$ cat src/rtl/pipeline_hazard_ctrl.sv
// Pipeline hazard sequencer: per-stage enables/flushes from load-use, redirect,
// data-memory wait and debug halt/step, plus saturating stall/flush counters.
module pipeline_hazard_ctrl #(
    parameter int unsigned CNT_W       = 16,
    parameter int unsigned WAIT_W      = 8,
    parameter int unsigned MEM_TIMEOUT = 64,
    parameter logic [1:0]  LOAD_SEL    = 2'b01
) (
    input  logic             clk_HzCtrl,
    input  logic             rst_HzCtrl,
    input  logic [4:0]       Rs1_addr_ID_HzCtrl,
    input  logic             Rs1_used_ID_HzCtrl,
    input  logic [4:0]       Rs2_addr_ID_HzCtrl,
    input  logic             Rs2_used_ID_HzCtrl,
    input  logic [4:0]       Rd_addr_IDEX_HzCtrl,
    input  logic [1:0]       MemtoReg_IDEX_HzCtrl,
    input  logic             RegWrite_IDEX_HzCtrl,
    input  logic             redirect_Mem_HzCtrl,
    input  logic             dmem_req_HzCtrl,
    input  logic             dmem_ready_HzCtrl,
    input  logic             halt_req_HzCtrl,
    input  logic             step_HzCtrl,
    output logic             en_PC_HzCtrl,
    output logic             en_IFID_HzCtrl,
    output logic             en_IDEX_HzCtrl,
    output logic             en_EXMem_HzCtrl,
    output logic             en_MemWB_HzCtrl,
    output logic             flush_IFID_HzCtrl,
    output logic             flush_IDEX_HzCtrl,
    output logic             flush_EXMem_HzCtrl,
    output logic             halted_HzCtrl,
    output logic             timeout_err_HzCtrl,
    output logic [CNT_W-1:0] stall_cnt_HzCtrl,
    output logic [CNT_W-1:0] flush_cnt_HzCtrl
);

    typedef enum logic [1:0] {RUN, MEM_WAIT, HALT, STEP} state_t;

    state_t            state, state_nxt;
    logic [WAIT_W-1:0] wait_cnt, wait_nxt;
    logic              load_use;
    logic              advance;
    logic              freeze;
    logic              bubble;
    logic              applied_redirect;
    logic              set_terr;

    assign load_use = (MemtoReg_IDEX_HzCtrl == LOAD_SEL) && RegWrite_IDEX_HzCtrl &&
                      (Rd_addr_IDEX_HzCtrl != 5'd0) &&
                      ((Rs1_used_ID_HzCtrl && (Rs1_addr_ID_HzCtrl == Rd_addr_IDEX_HzCtrl)) ||
                       (Rs2_used_ID_HzCtrl && (Rs2_addr_ID_HzCtrl == Rd_addr_IDEX_HzCtrl)));

    // Next-state: classify each cycle as advance, freeze or halted.
    always_comb begin
        state_nxt = state;
        wait_nxt  = wait_cnt;
        advance   = 1'b0;
        freeze    = 1'b0;
        set_terr  = 1'b0;
        case (state)
            RUN, STEP: begin
                if (dmem_req_HzCtrl && !dmem_ready_HzCtrl) begin
                    freeze    = 1'b1;
                    wait_nxt  = WAIT_W'(1);
                    state_nxt = MEM_WAIT;
                end else begin
                    advance   = 1'b1;
                    state_nxt = halt_req_HzCtrl ? HALT : RUN;
                end
            end
            MEM_WAIT: begin
                if (dmem_ready_HzCtrl || (wait_cnt == WAIT_W'(MEM_TIMEOUT))) begin
                    advance   = 1'b1;
                    set_terr  = !dmem_ready_HzCtrl;
                    wait_nxt  = '0;
                    state_nxt = halt_req_HzCtrl ? HALT : RUN;
                end else begin
                    freeze   = 1'b1;
                    wait_nxt = wait_cnt + WAIT_W'(1);
                end
            end
            HALT: begin
                if (!halt_req_HzCtrl) begin
                    state_nxt = RUN;
                end else if (step_HzCtrl) begin
                    state_nxt = STEP;
                end
            end
            default: state_nxt = RUN;
        endcase
    end

    assign applied_redirect = advance && redirect_Mem_HzCtrl;
    assign bubble           = advance && !redirect_Mem_HzCtrl && load_use;

    // Stage controls; forced inactive while reset is held.
    always_comb begin
        en_PC_HzCtrl       = 1'b0;
        en_IFID_HzCtrl     = 1'b0;
        en_IDEX_HzCtrl     = 1'b0;
        en_EXMem_HzCtrl    = 1'b0;
        en_MemWB_HzCtrl    = 1'b0;
        flush_IFID_HzCtrl  = 1'b0;
        flush_IDEX_HzCtrl  = 1'b0;
        flush_EXMem_HzCtrl = 1'b0;
        halted_HzCtrl      = rst_HzCtrl && (state == HALT);
        if (rst_HzCtrl && advance) begin
            en_IDEX_HzCtrl  = 1'b1;
            en_EXMem_HzCtrl = 1'b1;
            en_MemWB_HzCtrl = 1'b1;
            if (redirect_Mem_HzCtrl) begin
                en_PC_HzCtrl       = 1'b1;
                en_IFID_HzCtrl     = 1'b1;
                flush_IFID_HzCtrl  = 1'b1;
                flush_IDEX_HzCtrl  = 1'b1;
                flush_EXMem_HzCtrl = 1'b1;
            end else if (load_use) begin
                flush_IDEX_HzCtrl = 1'b1;
            end else begin
                en_PC_HzCtrl   = 1'b1;
                en_IFID_HzCtrl = 1'b1;
            end
        end
    end

    always_ff @(posedge clk_HzCtrl or negedge rst_HzCtrl) begin
        if (!rst_HzCtrl) begin
            state              <= RUN;
            wait_cnt           <= '0;
            timeout_err_HzCtrl <= 1'b0;
            stall_cnt_HzCtrl   <= '0;
            flush_cnt_HzCtrl   <= '0;
        end else begin
            state    <= state_nxt;
            wait_cnt <= wait_nxt;
            if (set_terr) begin
                timeout_err_HzCtrl <= 1'b1;
            end
            if ((freeze || bubble) && (stall_cnt_HzCtrl != '1)) begin
                stall_cnt_HzCtrl <= stall_cnt_HzCtrl + CNT_W'(1);
            end
            if (applied_redirect && (flush_cnt_HzCtrl != '1)) begin
                flush_cnt_HzCtrl <= flush_cnt_HzCtrl + CNT_W'(1);
            end
        end
    end

endmodule

$ cat config.mk
export PLATFORM = sky130hd
export DESIGN_NAME = pipeline_hazard_ctrl
export DESIGN_NICKNAME = d
export VERILOG_FILES = /design/src/rtl/pipeline_hazard_ctrl.sv
export SDC_FILE = /design/constraint.sdc
export NUM_CORES = 1
export LEC_CHECK = 0
export BUFFER_PORTS_ARGS = -buffer_cell sky130_fd_sc_hd__buf_2
export CAP_MARGIN = 10
export CORE_MARGIN = 5
export CORE_UTILIZATION = 56
export DETAILED_ROUTE_END_ITERATION = 7
export PLACE_DENSITY_LB_ADDON = 0.25
export SLEW_MARGIN = 20
export SYNTH_ARGS = -nofsm -noshare
export SYNTH_HDL_FRONTEND = slang
export SYNTH_SLANG_ARGS = --single-unit
$ cat constraint.sdc
create_clock -name clk_HzCtrl -period 3.5 [get_ports clk_HzCtrl]
set_clock_uncertainty 0.05 [all_clocks]
set_input_delay 0.875 -clock clk_HzCtrl [delete_from_list [all_inputs] [get_ports clk_HzCtrl]]
set_output_delay 0.875 -clock clk_HzCtrl [all_outputs]
set_load 0.01 [all_outputs]
# After elaboration in Yosys (flattened, before gate mapping)
# Cells that the tools add are included.
totals:
  out_inout_bits: 42
  word_cells: 70
  register_bits: 43
  input_bits: 27
classes:
  n_addsub: 3
  eq_ne: 12
  reduce_logical: 24
  n_mux: 26
op_table:
  columns: ["operator", "n"]
  rows:
  - ["$add 16x1->16 const B", 2]
  - ["$ne 16x16->1 const B", 2]
  - ["$mux 8", 2]
  - ["$pmux 8 s2", 1]
  - ["$mux 1", 15]
  - ["$logic_and 1x1->1", 13]
  - ["$eq 5x5->1", 2]
  - ["$mux 2", 5]
  - ["$add 8x1->8 const B", 1]
  - ["$eq 8x7->1 const B", 1]
  - ["$pmux 2 s3", 1]
  - ["$reduce_bool 5->1", 1]
  - ["$eq 2x1->1 const B", 2]
  - ["$eq 2x2->1 const B", 2]
  - ["$ne 2x2->1 const B", 2]
  - ["$pmux 1 s2", 2]
  - ["$reduce_and 2->1", 2]
  - ["$logic_or 1x1->1", 3]
  - ["$ne 3x3->1 const B", 1]
  - ["$logic_not 1->1", 2]
  - ["$logic_not 2->1", 1]
  - ["$reduce_bool 2->1", 1]
  - ["$reduce_or 2->1", 1]

# Logic depth before layout (Yosys ltp)
# Gate-level depths: netlist of the first run.
logic_depth:
  word_depth: 8
  ltp_mapped: 10
  mapped_depth_nobuf: 8

# Worst setup path before layout of the first run
# No wires, ideal clock.
synth_path:
  kind: "input to output"
  start: "input port Rd_addr_IDEX_HzCtrl[1]"
  end: "output port en_PC_HzCtrl"
  arrival_time_ps: 2049
  required_ps: 2575
  n_path_buf: 1
  cell_stages: 5
  slack_ps: 526
  path_cell_list: "or4_1 -> nor2_1 -> nor3_1 -> a31oi_1 -> buf_4"
synth_between:
  elab_chain_len: 7
  elab_cells_between_ends: 11
  cone_classes: "eq/ne (2); mux (3); reduce/logical (6)"
synth_lines:
  columns: ["element", "line_no", "text"]
  rows:
  - ["from (decl)", "15", "input logic [4:0] Rd_addr_IDEX_HzCtrl,"]
  - ["$eq 5x5->1 (on tied branches)", "50, 51", null]
  - ["$logic_and 1x1->1 (on tied branches)", "50, 51", null]
  - ["$logic_or 1x1->1", "50", "((Rs1_used_ID_HzCtrl && (Rs1_addr_ID_HzCtrl == Rd_addr_IDEX_HzCtrl)) ||"]
  - ["$logic_and 1x1->1 *", "49", "(Rd_addr_IDEX_HzCtrl != 5'd0) &&"]
  - ["$mux 1 * (3 in a row)", null, null]
  - ["to (decl)", "23", "output logic en_PC_HzCtrl,"]
# Every way passes the cells marked *; elsewhere a longest branch is shown, timed or not.

# Worst setup path in the final report of the first run
layout_path:
  start: "input port Rd_addr_IDEX_HzCtrl[1]"
  end: "output port en_IFID_HzCtrl"
layout_between:
  elab_chain_len: 7
  elab_cells_between_ends: 11
  cone_classes: "eq/ne (2); mux (3); reduce/logical (6)"
layout_lines:
  columns: ["element", "line_no", "text"]
  rows:
  - ["$eq 5x5->1 (on tied branches)", "50, 51", null]
  - ["$logic_and 1x1->1 (on tied branches)", "50, 51", null]
  - ["$logic_or 1x1->1", "50", null]
  - ["$logic_and 1x1->1 *", "49", null]
  - ["$mux 1 *", "117", "end else if (load_use) begin"]
  - ["$mux 1 *", "111", "if (redirect_Mem_HzCtrl) begin"]
  - ["$mux 1 *", "107", "if (rst_HzCtrl && advance) begin"]
  - ["to (decl)", "24", "output logic en_IFID_HzCtrl,"]
# Marked as above.

==> qor.yml, run 1 <==
die:
  num_rows: 24
  io_pins: 69
  die_h_microns: 76.9
  initial_utilization: 0.576
  dieArea_sq_um: 5920
  die_w_microns: 76.9
  fp.coreArea_sq_um: 4350
yosys:
  synth_warnings: 0
  synth_area_per_cell_sq_um: 9.99
  ys_types: 47
  synth_edf_count: 0
  syn_nets: 284
  ys_seq_elements: 43
  ys_seq_area_frac: 0.429
  synth_flop_cell: "dfrtp_1"
  syn_area_sq_um: 2510
  async_flop_share: 1.00
  synthCells: 251
drt:
  num_vias: 2081
  antenna_left: 0
  remaining_drc_errors: 0
  viasPerCell: 5.52
  first_iter_violations: 137
  wirelength_microns: 5410
  wl_per_cell_microns: 14.4
  first_pass_iters: 4
placement:
  hpwl_microns: 4220
  io_buffers: 68
  globalplace.congestion: 0.847
critical_path:
  path_cells: "buf_2, or4_1, nor2_1, nor3_1, a31oi_1, buf_2"
  crit_slowest_cell: "or4_1"
  end_kind: "output pin"
  cp_data_required_time_ps: 2570
  rr_worst_depth: 9
  cpMostUsedCell: "buf_2"
  r2r-end: "stall_cnt_HzCtrl[11]"
  worstPathArrival_ps: 2100
  crit_start: "Rd_addr_IDEX_HzCtrl[1]"
  path_buf_inv: 2
  regToRegStartpoint: "wait_cnt[0]"
  crit_fanout: 3
  critPathMaxStageDelay_ps: 530
  critPathLaunchType: "input pin"
  crit_type: "in2out"
  ff2ff_setup_slack_ps: 1070
  cp_top_family: "simple AND/OR/NAND/NOR gates"
grt:
  gr-usage-all-layers: 0.190
  grt_pass1_wl_microns: 9380
  grt_pass1_vias: 2078
  grt-ovfl-total: 0
  grt_max_degree: 16
  antenna_found_initial: 0
timing:
  worst_pin_slew_ps: 567
  hold_viol: 0
  fin_crit_ps: 3030
  fmax_ghz: 0.331
  rsz0062_at_grt: "false"
  fin_crit_sh: 0.864
  fin_tns_setup_ps: 0
  relSlewSlack: 0.622
  maxSlewViolCount: 0
  setup-violations-final: 0
power:
  pwr-share-clk: 0.188
  power_density_nw_per_um2: 540
  power_frac_comb: 0.398
  finalPower_mw: 1.60
  leakagePower_nw: 1.43
  internal_power_mw: 0.984
  power_frac_seq: 0.414
  vdd_drop_max_uv: 418
  swShare: 0.386
  p_switching_mw: 0.619
clock_network:
  numClockSinks: 43
  cts_buffers: 5
  cts_hold_buf: 0
  h-tree-depth: 2
  clock_latency_ps: 290
  clk_pin_slew_worst_paths_ps: 80
  post_cts_buffers: 0
  clk_path_buf_depth: 2
  cts_root_buffer: "clkbuf_8"
  ctsResizeCount: 0
  cts_tree: "done"
worst_hold_path:
  whs_endpoint: "timeout_err_HzCtrl"
  worstHoldPathCells: 1
  hp-start: "timeout_err_HzCtrl"
  hold_class: "reg2reg"
cells_and_area:
  fin_nets: 357
  area_growth_pct: 18.4
  layout_common_cells: "68 x buf_2, 43 x dfrtp_1, 31 x nand2_1"
  layout_commonest_cell: "buf_2"
  drive_gt1_frac: 0.298
  diodes: 0
run:
  maxCapViolCount: 0
status:
  outcome: "finished clean"
[cell usage after synthesis (6+ instances only)]
cell / n / area [sq um]
nand4_1: 9 / 56.3
nor2_1: 12 / 45.0
nand3_1: 17 / 85.1
a21oi_1: 8 / 40.0
nand2_1: 31 / 116
nand2b_1: 7 / 43.8
nor3_1: 11 / 55.1
dfrtp_1: 43 / 1080
xnor2_1: 23 / 201
xor2_1: 12 / 105
inv_1: 8 / 30.0
ha_1: 6 / 75.1
o21ai_0: 11 / 55.1
[per-layer routing]
metal / wire length, microns / part of all wire / GRT usage / vias up
li1: - / - / - / 1030
met1: 2300 / 0.42 / 0.226 / 980
met2: 2670 / 0.49 / 0.329 / 64
met3: 371 / 0.069 / 0.0550 / 7
met4: 73 / 0.013 / 0.0594 / 0
met5: 0 / 0 / 0 / -
[worst max-delay path by stage]
| stage | end | depth (start not counted) |
|---|---|---|
| final | en_IFID_HzCtrl | 6 |
| after global routing | flush_IFID_HzCtrl | 6 |
| after CTS | flush_IFID_HzCtrl | 6 |
| after detailed placement | flush_IFID_HzCtrl | 6 |
| after global placement | en_IFID_HzCtrl | 6 |
| after floorplan | en_PC_HzCtrl | 5 |
[flip-flops by register name, indices dropped and copies added (netlist names)]
register,flops
flush_cnt_HzCtrl,16
state,2
wait_cnt,8
timeout_err_HzCtrl,1
stall_cnt_HzCtrl,16
[power groups by stage]
stage	logic [mW]	registers [mW]	clock network [mW]
after floorplan	0.446	0.689	0
after global placement	0.623	0.673	0
after detailed placement	0.640	0.673	0
after CTS	0.641	0.665	0.313
after global routing	0.704	0.679	0.334
final	0.638	0.664	0.301
[cell families after synthesis]
| kind of cell | count (synthesis) | share of synthesized area |
|---|---|---|
| AO/OA/AOI/OAI | 33 | 0.0953 |
| XOR/XNOR | 35 | 0.122 |
| adder cells (fa/ha/maj) | 6 | 0.0299 |
| buffers and inverters | 15 | 0.0374 |
| flip-flops | 43 | 0.429 |
| multiplexers | 6 | 0.0299 |
| AND/OR/NAND/NOR | 113 | 0.256 |
[area by class of cell]
| type | instances | area [sq um] |
|---|---|---|
| clock buffers | 7 | 76.3 |
| clock inverters | 1 | 5.00 |
| fillers | 343 | 1390 |
| inverters | 8 | 30.0 |
| multi-input cells | 193 | 1340 |
| flip-flops and latches | 43 | 1080 |
| well taps | 52 | 65.1 |
| repair buffers | 73 | 378 |
[through the flow]
stage / hold slack (ps) / std cells / worst slack [ps] / utilization / area (sq um)
floorplan: 425 / 251 / 526 / - / 2510
global placement: 405 / 369 / 472 / 0.663 / 2890
detailed placement: 417 / 369 / 456 / 0.663 / 2890
CTS: 432 / 377 / 458 / 0.682 / 2970
global route: 439 / 377 / 273 / 0.682 / 2970
finish: 433 / 377 / 475 / 0.682 / 2970
No activity file was read; power rests on OpenSTA's default activity.
==> inputs of run 2 (changes only) <==
--- a/config.mk
+++ b/config.mk
@@ -8,7 +8,8 @@
 export BUFFER_PORTS_ARGS = -buffer_cell sky130_fd_sc_hd__buf_2
 export CAP_MARGIN = 10
 export CORE_MARGIN = 5
-export CORE_UTILIZATION = 56
+export CORE_UTILIZATION = 57
+export CTS_BUF_LIST = sky130_fd_sc_hd__clkbuf_8
 export DETAILED_ROUTE_END_ITERATION = 7
 export PLACE_DENSITY_LB_ADDON = 0.25
 export SLEW_MARGIN = 20
==> qor.yml, run 2 (synthesis gave the netlist of run 1 again) <==
grt:
  grt_pass1_wl_microns: 9210
  gr-usage-all-layers: 0.189
  grt_pass1_vias: 1985
  antenna_found_initial: 0
  grt_max_degree: 15
  grt-ovfl-total: 0
cells_and_area:
  stdcell_area_sq_um: 2990
  final-seq-area_sq_um: 1080
  layout_common_cells: "68 x buf_2, 43 x dfrtp_1, 31 x nand2_1"
  diodes: 0
  multi_input_area_sq_um: 1340
  drive_gt1_frac: 0.299
  fin_nets: 357
  area_growth_pct: 19.2
  layout_commonest_cell: "buf_2"
  largestRegisters: "flush_cnt_HzCtrl (16), stall_cnt_HzCtrl (16), wait_cnt (8)"
  nFillCells: 344
  fin_util: 0.691
power:
  power_frac_seq: 0.395
  p_switching_mw: 0.629
  power_frac_comb: 0.382
  vdd_drop_max_uv: 520
  power_density_nw_per_um2: 562
  leakagePower_nw: 1.44
  finalPower_mw: 1.68
  swShare: 0.374
  internal_power_mw: 1.05
  pwr-share-clk: 0.223
run:
  maxCapViolCount: 0
drt:
  antenna_left: 0
  wl_per_cell_microns: 14.2
  first_iter_violations: 178
  remaining_drc_errors: 0
  num_vias: 2080
  viasPerCell: 5.53
  first_pass_iters: 4
  wirelength_microns: 5340
die:
  die_w_microns: 76.3
  initial_utilization: 0.580
  io_pins: 69
  die_h_microns: 76.3
  num_rows: 24
  dieArea_sq_um: 5830
  fp.coreArea_sq_um: 4320
critical_path:
  cp_data_required_time_ps: 2570
  critPathLaunchType: "register"
  path_cells: "inv_1, ha_1, and4bb_4, a221oi_2, nor4_1, and2_1, buf_2"
  r2r-end: "flush_cnt_HzCtrl[1]"
  crit_fanout: 4
  crit_slowest_cell: "nor4_1"
  worstPathArrival_ps: 2160
  end_kind: "output pin"
  rr_worst_depth: 7
  regToRegStartpoint: "wait_cnt[0]"
  critPathMaxStageDelay_ps: 440
  crit_type: "reg2out"
  crit_start: "wait_cnt[0]"
  ff2ff_setup_slack_ps: 980
timing:
  fin_tns_setup_ps: 0
  setup-violations-final: 0
  fmax_ghz: 0.325
  maxSlewViolCount: 0
  hold_viol: 0
  fin_crit_ps: 3080
  fin_crit_sh: 0.880
  rsz0062_at_grt: "false"
  worst_pin_slew_ps: 571
  relSlewSlack: 0.619
placement:
  place_area_sq_um: 2890
  globalplace.congestion: 0.837
  io_buffers: 68
  hpwl_microns: 4210
status:
  outcome: "finished clean"
clock_network:
  numClockSinks: 43
  post_cts_buffers: 0
  clk_pin_slew_worst_paths_ps: 80
  h-tree-depth: 2
  cts_buffers: 5
  clock_latency_ps: 300
  clk_path_buf_depth: 2
  ctsResizeCount: 0
  cts_tree: "done"
  cts_root_buffer: "clkbuf_8"
  cts_hold_buf: 0
worst_hold_path:
  hold_class: "in2async"
[run 2: final cells by class]
| class | count | area share |
|---|---|---|
| Clock buffer | 5 | 0.0230 |
| Clock inverter | 2 | 0.0113 |
| Inverter | 8 | 0.0100 |
| Multi-Input combinational cell | 193 | 0.447 |
| Sequential cell | 43 | 0.360 |
| Tap cell | 52 | 0.0218 |
| Timing Repair Buffer | 73 | 0.126 |
[run 2: worst max-delay path by stage]
stage                   endpoint  slack [ps]
2_1_floorplan       en_PC_HzCtrl         530
3_3_place_gp      en_IFID_HzCtrl         480
3_5_place_dp   flush_IFID_HzCtrl         450
5_1_grt        flush_IFID_HzCtrl         210
4_1_cts        flush_IFID_HzCtrl         380
6_report       flush_IFID_HzCtrl         420
[run 2: stage by stage]
stage | instances | hold slack (ps) | setup WS, ps
after floorplan | 251 | 425 | 526
after CTS | 376 | 373 | 378
final | 376 | 374 | 419
after global placement | 369 | 405 | 477
after global routing | 376 | 376 | 213
after detailed placement | 369 | 414 | 450
[run 2: worst max-delay path: cells and delay by family, from the launching register on]
family | cells | cell delay (ps)
fa+ha+maj | 1 | 180
flops | 1 | 420
simple gates | 3 | 950
buf+inv | 2 | 230
compound gates | 1 | 90
[run 2: routing by layer]
layer | vias up | track usage | part of all wire
li1 | 1026 | - | -
met1 | 978 | 0.235 | 0.42
met2 | 67 | 0.306 | 0.48
met3 | 9 | 0.0697 | 0.077
met4 | 0 | 0.0612 | 0.017
met5 | - | 0 | 0
[run 2: power groups by stage]
stage	clock, mW	combinational (mW)	sequential (mW)
floorplan	0	0.446	0.689
finish	0.374	0.641	0.664
CTS	0.385	0.646	0.664
detailed placement	0	0.645	0.674
global placement	0	0.624	0.672
global route	0.412	0.707	0.679
